===== src/rtl/aes_pkg.sv =====
// Shared AES-128 constants, sequencer state type and byte-level helpers.
//   BLOCK_W    : state / round-key width (128)
//   NUM_ROUNDS : rounds after the initial AddRoundKey (10)
//   SCHED_W    : expanded key schedule width (1408)
//   sbox()     : forward S-box lookup
//   xtime()    : multiply by x in GF(2^8) mod x^8+x^4+x^3+x+1
package aes_pkg;

    localparam int unsigned BLOCK_W    = 128;
    localparam int unsigned NUM_ROUNDS = 10;
    localparam int unsigned SCHED_W    = BLOCK_W * (NUM_ROUNDS + 1);

    typedef enum logic [1:0] {
        IDLE,
        RUN,
        DONE
    } seq_state_e;

    // Entry n occupies bits [8n : 8n+7] (ascending range, MSB first).
    localparam logic [0:2047] SBOX_TBL = {
        128'h637c777bf26b6fc53001672bfed7ab76, 128'hca82c97dfa5947f0add4a2af9ca472c0,
        128'hb7fd9326363ff7cc34a5e5f171d83115, 128'h04c723c31896059a071280e2eb27b275,
        128'h09832c1a1b6e5aa0523bd6b329e32f84, 128'h53d100ed20fcb15b6acbbe394a4c58cf,
        128'hd0efaafb434d338545f9027f503c9fa8, 128'h51a3408f929d38f5bcb6da2110fff3d2,
        128'hcd0c13ec5f974417c4a77e3d645d1973, 128'h60814fdc222a908846eeb814de5e0bdb,
        128'he0323a0a4906245cc2d3ac629195e479, 128'he7c8376d8dd54ea96c56f4ea657aae08,
        128'hba78252e1ca6b4c6e8dd741f4bbd8b8a, 128'h703eb5664803f60e613557b986c11d9e,
        128'he1f8981169d98e949b1e87e9ce5528df, 128'h8ca1890dbfe6426841992d0fb054bb16
    };

    function automatic logic [7:0] sbox(input logic [7:0] x);
        return SBOX_TBL[{x, 3'b000} +: 8];
    endfunction

    function automatic logic [7:0] xtime(input logic [7:0] b);
        return {b[6:0], 1'b0} ^ (b[7] ? 8'h1b : 8'h00);
    endfunction

endpackage


===== src/rtl/aes_round_sequencer_if.sv =====
// Block-level handshake bundle for the AES round sequencer.
//   schedule  : expanded key, round key k at bits [128k : 128k+127]
//   in_data / in_valid / in_ready    : plaintext side (valid/ready)
//   out_data / out_valid / out_ready : ciphertext side (valid/ready)
// master = upstream/downstream environment, slave = sequencer.
interface aes_round_sequencer_if;

    logic [0:aes_pkg::SCHED_W-1] schedule;
    logic [0:aes_pkg::BLOCK_W-1] in_data;
    logic                        in_valid;
    logic                        in_ready;
    logic [0:aes_pkg::BLOCK_W-1] out_data;
    logic                        out_valid;
    logic                        out_ready;

    modport master (
        output schedule, in_data, in_valid, out_ready,
        input  in_ready, out_data, out_valid
    );

    modport slave (
        input  schedule, in_data, in_valid, out_ready,
        output in_ready, out_data, out_valid
    );

endinterface


===== src/rtl/aes_round_step.sv =====
// One combinational AES encryption round:
// SubBytes -> ShiftRows -> MixColumns (skipped when final_i) -> AddRoundKey.
//   state_i : round input state, byte 0 in bits [127:120]
//   rkey_i  : round key, same byte order
//   final_i : last round, no MixColumns
//   state_o : round output state
module aes_round_step
    import aes_pkg::*;
(
    input  logic [BLOCK_W-1:0] state_i,
    input  logic [BLOCK_W-1:0] rkey_i,
    input  logic               final_i,
    output logic [BLOCK_W-1:0] state_o
);

    logic [7:0] sb [16];
    logic [7:0] sr [16];
    logic [7:0] mc [16];

    // Byte i is row (i % 4), column (i / 4).
    always_comb begin
        sb      = '{default: '0};
        sr      = '{default: '0};
        mc      = '{default: '0};
        state_o = '0;
        for (int unsigned i = 0; i < 16; i++) begin
            sb[i] = sbox(state_i[BLOCK_W-1-8*i -: 8]);
        end
        for (int unsigned c = 0; c < 4; c++) begin
            for (int unsigned r = 0; r < 4; r++) begin
                sr[4*c+r] = sb[4*((c+r)%4)+r];
            end
        end
        for (int unsigned c = 0; c < 4; c++) begin
            mc[4*c+0] = xtime(sr[4*c+0]) ^ xtime(sr[4*c+1]) ^ sr[4*c+1] ^ sr[4*c+2] ^ sr[4*c+3];
            mc[4*c+1] = sr[4*c+0] ^ xtime(sr[4*c+1]) ^ xtime(sr[4*c+2]) ^ sr[4*c+2] ^ sr[4*c+3];
            mc[4*c+2] = sr[4*c+0] ^ sr[4*c+1] ^ xtime(sr[4*c+2]) ^ xtime(sr[4*c+3]) ^ sr[4*c+3];
            mc[4*c+3] = xtime(sr[4*c+0]) ^ sr[4*c+0] ^ sr[4*c+1] ^ sr[4*c+2] ^ xtime(sr[4*c+3]);
        end
        for (int unsigned i = 0; i < 16; i++) begin
            state_o[BLOCK_W-1-8*i -: 8] = (final_i ? sr[i] : mc[i]) ^ rkey_i[BLOCK_W-1-8*i -: 8];
        end
    end

endmodule


===== src/rtl/aes_round_sequencer.sv =====
// Iterative AES-128 encryption controller: initial AddRoundKey on accept,
// then one round per clock through aes_round_step, result held in DONE
// until the downstream handshake. A new block may be accepted in the same
// cycle the previous result is retired.
//   clk, rst  : clock, synchronous active-high reset
//   bus       : aes_round_sequencer_if.slave (schedule, in/out valid-ready)
//   busy      : high while rounds are running
//   round_idx : current round counter 0..10
// Build option AES_KEY_LATCH_EN: capture the whole schedule on accept so
// upstream may change it right after the accept edge; otherwise schedule
// must stay stable until the result handshake.
module aes_round_sequencer
    import aes_pkg::*;
(
    input  logic                 clk,
    input  logic                 rst,
    aes_round_sequencer_if.slave bus,
    output logic                 busy,
    output logic [3:0]           round_idx
);

    seq_state_e         fsm_q, fsm_d;
    logic [3:0]         round_idx_q, round_idx_d;
    logic [BLOCK_W-1:0] data_q, data_d;
    logic               accept;
    logic               in_ready;

    logic [SCHED_W-1:0] sched_live;
    logic [SCHED_W-1:0] key_src;
    logic [BLOCK_W-1:0] in_blk;
    logic [BLOCK_W-1:0] rk0;
    logic [BLOCK_W-1:0] rk_cur;
    logic [10:0]        rk_base;
    logic               last_round;
    logic [BLOCK_W-1:0] step_out;

    // Ascending bus ranges map onto descending vectors with bit 0 as MSB.
    assign sched_live = bus.schedule;
    assign in_blk     = bus.in_data;
    assign rk0        = sched_live[SCHED_W-1 -: BLOCK_W];

`ifdef AES_KEY_LATCH_EN
    logic [SCHED_W-1:0] key_q, key_d;

    always_comb key_d = accept ? sched_live : key_q;

    always_ff @(posedge clk) begin
        key_q <= key_d;
    end

    assign key_src = key_q;
`else
    assign key_src = sched_live;
`endif

    // Round key k starts 128*k bits below the top of the schedule.
    assign rk_base    = 11'(SCHED_W - 1) - {round_idx_q, 7'b0};
    assign rk_cur     = key_src[rk_base -: BLOCK_W];
    assign last_round = (round_idx_q == 4'(NUM_ROUNDS));

    aes_round_step u_step (
        .state_i (data_q),
        .rkey_i  (rk_cur),
        .final_i (last_round),
        .state_o (step_out)
    );

    always_comb begin
        fsm_d       = fsm_q;
        round_idx_d = round_idx_q;
        data_d      = data_q;
        in_ready    = 1'b0;
        busy        = 1'b0;
        accept      = 1'b0;
        case (fsm_q)
            IDLE: begin
                in_ready = 1'b1;
                accept   = bus.in_valid;
            end
            RUN: begin
                busy   = 1'b1;
                data_d = step_out;
                if (last_round) begin
                    fsm_d = DONE;
                end else begin
                    round_idx_d = round_idx_q + 4'd1;
                end
            end
            DONE: begin
                in_ready = bus.out_ready;
                if (bus.out_ready && bus.in_valid) begin
                    accept = 1'b1;
                end else if (bus.out_ready) begin
                    fsm_d       = IDLE;
                    round_idx_d = '0;
                end
            end
            default: begin
                fsm_d       = IDLE;
                round_idx_d = '0;
            end
        endcase
        if (accept) begin
            data_d      = in_blk ^ rk0;
            round_idx_d = 4'd1;
            fsm_d       = RUN;
        end
    end

    always_ff @(posedge clk) begin
        if (rst) begin
            fsm_q       <= IDLE;
            round_idx_q <= '0;
            data_q      <= '0;
        end else begin
            fsm_q       <= fsm_d;
            round_idx_q <= round_idx_d;
            data_q      <= data_d;
        end
    end

    assign bus.in_ready  = in_ready;
    assign bus.out_valid = (fsm_q == DONE);
    assign bus.out_data  = data_q;
    assign round_idx     = round_idx_q;

endmodule


===== src/flat_wrapper.sv =====
// flat-port wrapper written by rule: the top's interface ports become plain ports
module aes_round_sequencer_flat import aes_pkg::*;
  (clk, rst, busy, round_idx, bus_schedule, bus_in_data, bus_in_valid, bus_out_ready, bus_in_ready, bus_out_data, bus_out_valid);
  aes_round_sequencer_if bus_i ();
  input  logic clk;
  input  logic rst;
  output logic busy;
  output logic [3:0] round_idx;
  input wire logic [$bits(bus_i.schedule)-1:0] bus_schedule;
  input wire logic [$bits(bus_i.in_data)-1:0] bus_in_data;
  input wire logic [$bits(bus_i.in_valid)-1:0] bus_in_valid;
  input wire logic [$bits(bus_i.out_ready)-1:0] bus_out_ready;
  output wire logic [$bits(bus_i.in_ready)-1:0] bus_in_ready;
  output wire logic [$bits(bus_i.out_data)-1:0] bus_out_data;
  output wire logic [$bits(bus_i.out_valid)-1:0] bus_out_valid;
  assign bus_i.schedule = bus_schedule;
  assign bus_i.in_data = bus_in_data;
  assign bus_i.in_valid = bus_in_valid;
  assign bus_i.out_ready = bus_out_ready;
  assign bus_in_ready = bus_i.in_ready;
  assign bus_out_data = bus_i.out_data;
  assign bus_out_valid = bus_i.out_valid;
  aes_round_sequencer u_core (.clk(clk), .rst(rst), .bus(bus_i), .busy(busy), .round_idx(round_idx));
endmodule

===== config.mk =====
export PLATFORM = sky130hd
export DESIGN_NAME = aes_round_sequencer_flat
export DESIGN_NICKNAME = d
export VERILOG_FILES = /design/src/rtl/aes_pkg.sv /design/src/rtl/aes_round_sequencer_if.sv /design/src/rtl/aes_round_step.sv /design/src/rtl/aes_round_sequencer.sv /design/src/flat_wrapper.sv
export SDC_FILE = /design/constraint.sdc
export NUM_CORES = 2
export LEC_CHECK = 0
export CORE_AREA = 3 3 645 647
export DETAILED_ROUTE_END_ITERATION = 8
export DIE_AREA = 0 0 648 650
export GPL_TIMING_DRIVEN = 1
export HOLD_SLACK_MARGIN = 0.05
export SETUP_SLACK_MARGIN = 0.3
export SYNTH_ARGS = -nofsm -noshare
export SYNTH_HDL_FRONTEND = slang
export SYNTH_SLANG_ARGS = --single-unit

===== constraint.sdc =====
create_clock -name clk -period 6.4 [get_ports clk]
set_clock_uncertainty 0.1 [all_clocks]
set_input_delay 1.92 -clock clk [delete_from_list [all_inputs] [get_ports clk]]
set_output_delay 1.92 -clock clk [all_outputs]
set_load 0.005 [all_outputs]

Word level (Yosys, flattened, before mapping)
Index checks and enable logic that the tools add are counted.
{"block": "op_classes", "bitwise_logic": 114, "reduce_logical": 8, "n_mux": 48, "n_eq_ne": 12, "addsub": 2, "shifts": 17}
{"cell": "$shiftx A2048 B12 Y2049 const A", "count": 16}
{"cell": "$shiftx A1535 B12 Y128", "count": 1}
{"cell": "$xor A8 B8 Y8", "count": 80}
{"cell": "$mux W128", "count": 2}
{"cell": "$not A11 Y12", "count": 16}
{"cell": "$mux W8", "count": 16}
{"cell": "$xor A128 B128 Y128", "count": 1}
{"cell": "$xor A8 B5 Y8", "count": 16}
{"cell": "$mux W5", "count": 16}
{"cell": "$reduce_and A4 Y1", "count": 4}
{"cell": "$mux W4", "count": 3}
{"cell": "$ne A3 B2 Y1 const B", "count": 4}
{"cell": "$pmux W4 S3", "count": 1}
{"cell": "$sub A11 B11 Y11 const A", "count": 1}
{"cell": "$ne A2 B2 Y1 const B", "count": 4}
{"cell": "$mux W2", "count": 3}
{"cell": "$pmux W2 S3", "count": 1}
{"cell": "$add A4 B1 Y4 const B", "count": 1}
{"cell": "$eq A4 B4 Y1 const B", "count": 1}
{"cell": "$mux W1", "count": 4}
{"cell": "$pmux W1 S2", "count": 2}
{"cell": "$eq A2 B1 Y1 const B", "count": 1}
{"cell": "$eq A2 B2 Y1 const B", "count": 1}
{"cell": "$logic_not A2 Y1", "count": 1}
{"cell": "other kinds (5)", "count": 5}
{"block": "totals", "regBits": 134, "inputBits": 1540, "word_cells": 206}

Logic depth before layout (Yosys ltp)
{"block": "logic_depth", "ltp_word": 12, "mapped_depth": 21, "ltp_nobuf": 14}

Modules after synthesis
From an unflattened synthesis, not the netlist that was laid out.
{"block": "hier_totals", "cells_unflattened": 11317, "area_unflattened_um2": 77787.1}
{"mod": "aes_round_step", "n_inst": 1, "area_each_um2": 59034.1, "cells_each": 9348, "seq_area_each_um2": 0.0}
{"mod": "aes_round_sequencer", "n_inst": 1, "area_each_um2": 18753.0, "cells_each": 1969, "seq_area_each_um2": 2682.6}

Least setup slack after synthesis
OpenSTA, ideal clock, no wires.
{"block": "synth_path", "path_type": "reg2reg", "start": "register u_core.round_idx_q[0], in the netlist u_core.round_idx[0]", "end": "register u_core.data_q[19], in the netlist u_core.bus.out_data[108]", "path_stages_with_launch": 19, "t_required_ns": 6.230, "arrival_ns": 4.599, "setup_slack_ns": 1.632, "setup_time_ns": 0.070, "path_buffers": 10, "cell_sequence": "dfxtp_1 > buf_4 > buf_4 > inv_2 > clkbuf_1 > clkbuf_1 > buf_1 > ha_1 > buf_2 > buf_2 > clkbuf_1 > clkbuf_1 > clkbuf_1 > mux4_2 > a31oi_1 > xor2_1 > a21oi_1 > a211o_1 > a21oi_1"}
{"block": "synth_via", "elab_chain_cells": 5, "elab_cells_between_ends": 7}
{"element": "start: declaration", "line_no": "aes_round_sequencer.sv:23", "rtl": "logic [3:0] round_idx_q, round_idx_d;"}
{"element": "start signal: assignment", "line_no": "aes_round_sequencer.sv:117", "rtl": "round_idx_q <= round_idx_d;"}
{"element": "$sub A11 B11 Y11 or $eq A4 B4 Y1 (tied branches)", "line_no": "aes_round_sequencer.sv:57, aes_round_sequencer.sv:59"}
{"element": "$shiftx A1535 B12 Y128 or $mux W8 (tied branches)", "line_no": "aes_round_sequencer.sv:58, aes_round_step.sv:41"}
{"element": "$xor A8 B8 Y8 *", "line_no": "aes_round_step.sv:41", "rtl": "state_o[BLOCK_W-1-8*i -: 8] = (final_i ? sr[i] : mc[i]) ^ rkey_i[BLOCK_W-1-8*i -: 8];"}
{"element": "$mux W128 *", "line_no": "aes_round_sequencer.sv:75", "rtl": "case (fsm_q)"}
{"element": "$mux W128 *", "line_no": "aes_round_sequencer.sv:103", "rtl": "if (accept) begin"}
{"element": "end signal: assignment", "line_no": "aes_round_sequencer.sv:118", "rtl": "data_q <= data_d;"}
{"element": "end: declaration", "line_no": "aes_round_sequencer.sv:24", "rtl": "logic [BLOCK_W-1:0] data_q, data_d;"}
Every way passes the cells marked *; elsewhere a longest branch is shown, timed or not. The select of a mux whose other input is x is not followed.
A chain may end at the register's enable or synchronous reset.

Worst setup path after layout
{"block": "layout_path", "start": "register u_core.data_q[17], in the netlist u_core.bus.out_data[110]", "end": "register u_core.data_q[54], in the netlist u_core.bus.out_data[73]"}
{"block": "layout_via", "elab_chain_cells": 11}
{"element": "$not A11 Y12 (implied by the code) *", "line_no": "aes_pkg.sv:32", "rtl": "return SBOX_TBL[{x, 3'b000} +: 8];"}
{"element": "$shiftx A2048 B12 Y2049 *", "line_no": "aes_pkg.sv:32"}
{"element": "$xor A8 B5 Y8", "line_no": "aes_pkg.sv:36", "rtl": "return {b[6:0], 1'b0} ^ (b[7] ? 8'h1b : 8'h00);"}
{"element": "$xor A8 B8 Y8 (4 in a row)", "line_no": "aes_round_step.sv:36", "rtl": "mc[4*c+1] = sr[4*c+0] ^ xtime(sr[4*c+1]) ^ xtime(sr[4*c+2]) ^ sr[4*c+2] ^ sr[4*c+3];"}
{"element": "$mux W8 *", "line_no": "aes_round_step.sv:41"}
{"element": "$xor A8 B8 Y8 *", "line_no": "aes_round_step.sv:41"}
{"element": "$mux W128 *", "line_no": "aes_round_sequencer.sv:75"}
{"element": "$mux W128 *", "line_no": "aes_round_sequencer.sv:103"}
Marks and branches as above.

==> summary.txt <==
Run status
  • Outcome: finished, violations left
  • Failing checks: DRC, capacitance limit, slew limit

Detailed routing
  • Routed length per instance: 42.9 µm
  • DRT Wirelength: 769000 µm
  • DRC viols: 7
  • Antenna viol nets, final: 0
  • Detailed Routing Iterations Pass 1: 9
  • Vias: 112000
  • Initial DRC Count: 19800
  • Drt via density: 6.23

Worst setup path
  • CP Capture Type: flop
  • R2R Setup Slk: 0.47 ns
  • Setup CP Type: reg -> reg
  • Reg-to-reg critical path startpoint: u_core.bus.out_data[110]$_SDFFE_PP0P_
  • Max stage delay on crit path: 1.30 ns
  • Slowest-stage cell, CP: xnor2_1
  • Setup crit start kind: flop
  • Stages on worst setup path: 11
  • Crit path arrival time: 6.31 ns
  • CP max FO: 34
  • Critical path capture point: u_core.bus.out_data[73]$_SDFFE_PP0P_
  • CP startpoint: u_core.bus.out_data[110]$_SDFFE_PP0P_
  • Reg2reg end: u_core.bus.out_data[73]$_SDFFE_PP0P_
  • Worst EP required: 6.78 ns
  • R2R cell count: 11
  • Number of buffer and inverter stages on the critical path: 2
  • CP top delay family: XOR/XNOR gates
  • Crit-path cells: buf_4, ha_1, mux2_2, nor2_1, a2111oi_0, o21ai_0, mux4_2, xnor2_1, xnor2_1, buf_4, a21oi_1

Synth
  • Sequential fraction of the synthesis area: 0.0332
  • EDFF count, synth: 0
  • Post-synth top cells: a21oi_1 (1017), nor2_1 (843), o21ai_0 (785)
  • Yosys top cell by area: mux4_2
  • Primary FF master, synth: dfxtp_1
  • Library cells used by synthesis: 124
  • Area of the mapped netlist: 0.0807 mm²
  • Mean Syn Cell Area: 7.12 µm²
  • Syn Nets: 13100
  • YS warnings: 0
  • Post-synth ARST share: 0
  • Ranking of synthesized cells by area: mux4_2 (12%), xnor2_1 (6.4%), a21oi_1 (6.3%), o21ai_0 (4.9%), nor2_1 (3.9%)
  • Yosys reg bits: 134
  • Cells after synthesis: 11300
  • Most numerous cell in the Yosys netlist: a21oi_1
  • Top-area cell type share of the netlist area: 0.123

STA
  • Tcrit/Tclk final: 0.926
  • Worst-Margin Slew: 1.60 ns
  • Final Hold Fails: 0
  • Worst hold slack: 0.498 ns
  • Final setup viols: 0
  • TNS Setup: 0 ns
  • Relative slew margins: -0.0752
  • Setup ws final: 0.473 ns
  • RSZ-0062 raised after global routing: no
  • Max-slew violation count: 2
  • Min Tclk post-route: 5.93 ns
  • Max Fclk: 169 MHz

CTS
  • Clk slew on worst S/H paths: 0.08 ns
  • Worst skew pair latency: 0.54 ns
  • TritonCTS Buffers: 17
  • Post-CTS Setup Bufs: 0
  • Post-cts sizing count: 0
  • CTS sink cnt: 134
  • H-tree levels: 4
  • Clk root buf: clkbuf_16
  • Deepest clock path buffer count: 2
  • CTS tree: yes
  • Hold_buf cts: 0

Power and ir drop
  • Clk pwr share: 0.016
  • P_int: 27.8 mW
  • Combinational share of power: 0.937
  • Pwr Total: 73.5 mW
  • Part of the power in registers: 0.047
  • Peak supply drop: 443 µV
  • Power density cells: 707 mW/mm²
  • Switch share: 0.622
  • Leakage: 34.1 nW
  • NetSw: 45.7 mW

Floorplan
  • Initial core utilization: 0.197
  • Die Wd: 648 µm
  • Core Area: 0.410 mm²
  • Row count: 235
  • Die footprint: 0.421 mm²
  • Die Y: 650 µm
  • # IOs: 1675

Place
  • Cells after DPL: 17600
  • Pre-CTS worst setup slack: 0.588 ns
  • Gpl congestion: 1.08
  • Final HPWL DP: 623000 µm
  • IO Port Bufs: 1674

Global routing
  • Initial antenna violation count: 312
  • Global-route usage over all layers: 0.345
  • Pin count of the biggest net entering global routing: 141
  • Vias in the first global route: 100000
  • First-pass GRT wire length: 995000 µm
  • Total congestion overflow: 0

Finish
  • Filler cell count: 45800
  • Area growth, synth to finish: 28.8%
  • Layout Cells excl Fill: 17900
  • Share of layout cells above drive strength 1: 0.125
  • Layout Nets: 14000

Worst hold path
  • Hold WC Path Type: reg -> reg

Flow run
  • Max-Cap Viols: 1
==> placed cells by master (no fill, tap or decap), types with 47 or more instances in the layout <==
cell,count
nor2_1,839
a311oi_1,176
mux2i_1,94
a21o_1,66
and3_1,56
mux2_2,173
nand2_1,743
o221ai_1,176
o22ai_1,90
mux4_2,442
o31ai_1,92
a31oi_1,309
a2111oi_0,65
clkdlybuf4s50_1,1673
nor3_1,457
o311a_1,48
inv_1,146
o211ai_1,175
nor3b_1,59
a211oi_1,229
dfxtp_1,67
a211o_1,83
o311ai_0,143
xnor2_1,585
and2_1,101
o21ai_0,785
buf_4,510
diode_2,269
or2_2,74
xor2_1,185
a21oi_1,1016
a311o_1,47
a221oi_1,206
or3_1,71
nand3_1,314
nor2b_1,312
nand2b_1,347
ha_1,236
==> power groups by stage <==
stage	Sequential (mW)	Combinational [mW]	Clock, mW
after global placement	3.40	66.2	0
final	3.49	68.8	1.16
after global routing	3.53	70.9	1.19
after detailed placement	3.37	65.5	0
after CTS	3.36	65.9	1.16
after floorplan	1.68	44.1	0
==> registers in the layout (all words and copies together) (netlist names) <==
| name | flops |
|---|---|
| u_core.fsm_q | 2 |
| u_core.round_idx | 4 |
| u_core.bus.out_data | 128 |
==> routing by layer <==
metal / routed length, µm / global-route usage
met4: 76600 / 0.281
met1: 286000 / 0.418
met3: 93400 / 0.119
met5: 820 / 0.000458
met2: 312000 / 0.490
==> tightest hold or removal path, cell delays in order, from the launching register on <==
cell and delay [ns]:
dfxtp_1 0.32, o221ai_1 0.19, a21oi_1 0.04
==> worst min-delay path by stage <==
stage / start / endpoint / slack [ns] / cells past startpoint
6_report: u_core.bus.out_data[48]$_SDFFE_PP0P_ / u_core.bus.out_data[48]$_SDFFE_PP0P_ / 0.50 / 2
5_1_grt: u_core.bus.out_data[19]$_SDFFE_PP0P_ / u_core.bus.out_data[19]$_SDFFE_PP0P_ / 0.51 / 2
3_3_place_gp: u_core.bus.out_data[48]$_SDFFE_PP0P_ / u_core.bus.out_data[48]$_SDFFE_PP0P_ / 0.48 / 2
3_5_place_dp: u_core.bus.out_data[48]$_SDFFE_PP0P_ / u_core.bus.out_data[48]$_SDFFE_PP0P_ / 0.47 / 2
4_1_cts: u_core.bus.out_data[48]$_SDFFE_PP0P_ / u_core.bus.out_data[48]$_SDFFE_PP0P_ / 0.49 / 2
2_1_floorplan: u_core.round_idx[1]$_SDFFE_PP0P_ / u_core.round_idx[1]$_SDFFE_PP0P_ / 0.48 / 2
==> cells by family after synthesis <==
family	count (synthesis)	synth area share
multiplexers	712	0.160
AND/OR/NAND/NOR	3577	0.220
flip-flops	134	0.0332
XOR/XNOR	819	0.0954
buffers and inverters	1578	0.0896
adder cells (fa/ha/maj)	244	0.0376
AO/OA/AOI/OAI	4277	0.364
==> per-stage QoR <==
stage	utilization	cell area (µm²)
after global routing	0.253	104000
after global placement	0.250	103000
after floorplan	-	80700
final	0.253	104000
after CTS	0.252	103000
after detailed placement	0.250	103000
==> final cells by class <==
type | instances | area, µm² | share of cell area
Antenna cell | 269 | 673 | 0.00648
Clock buffer | 18 | 439 | 0.00422
Clock inverter | 14 | 188 | 0.00181
Inverter | 193 | 732 | 0.00704
Multi-Input combinational cell | 9629 | 71000 | 0.683
Sequential cell | 134 | 2850 | 0.0274
Tap cell | 5451 | 6820 | 0.0656
Timing Repair Buffer | 2218 | 21300 | 0.204
(Power assumes the default switching activity.)
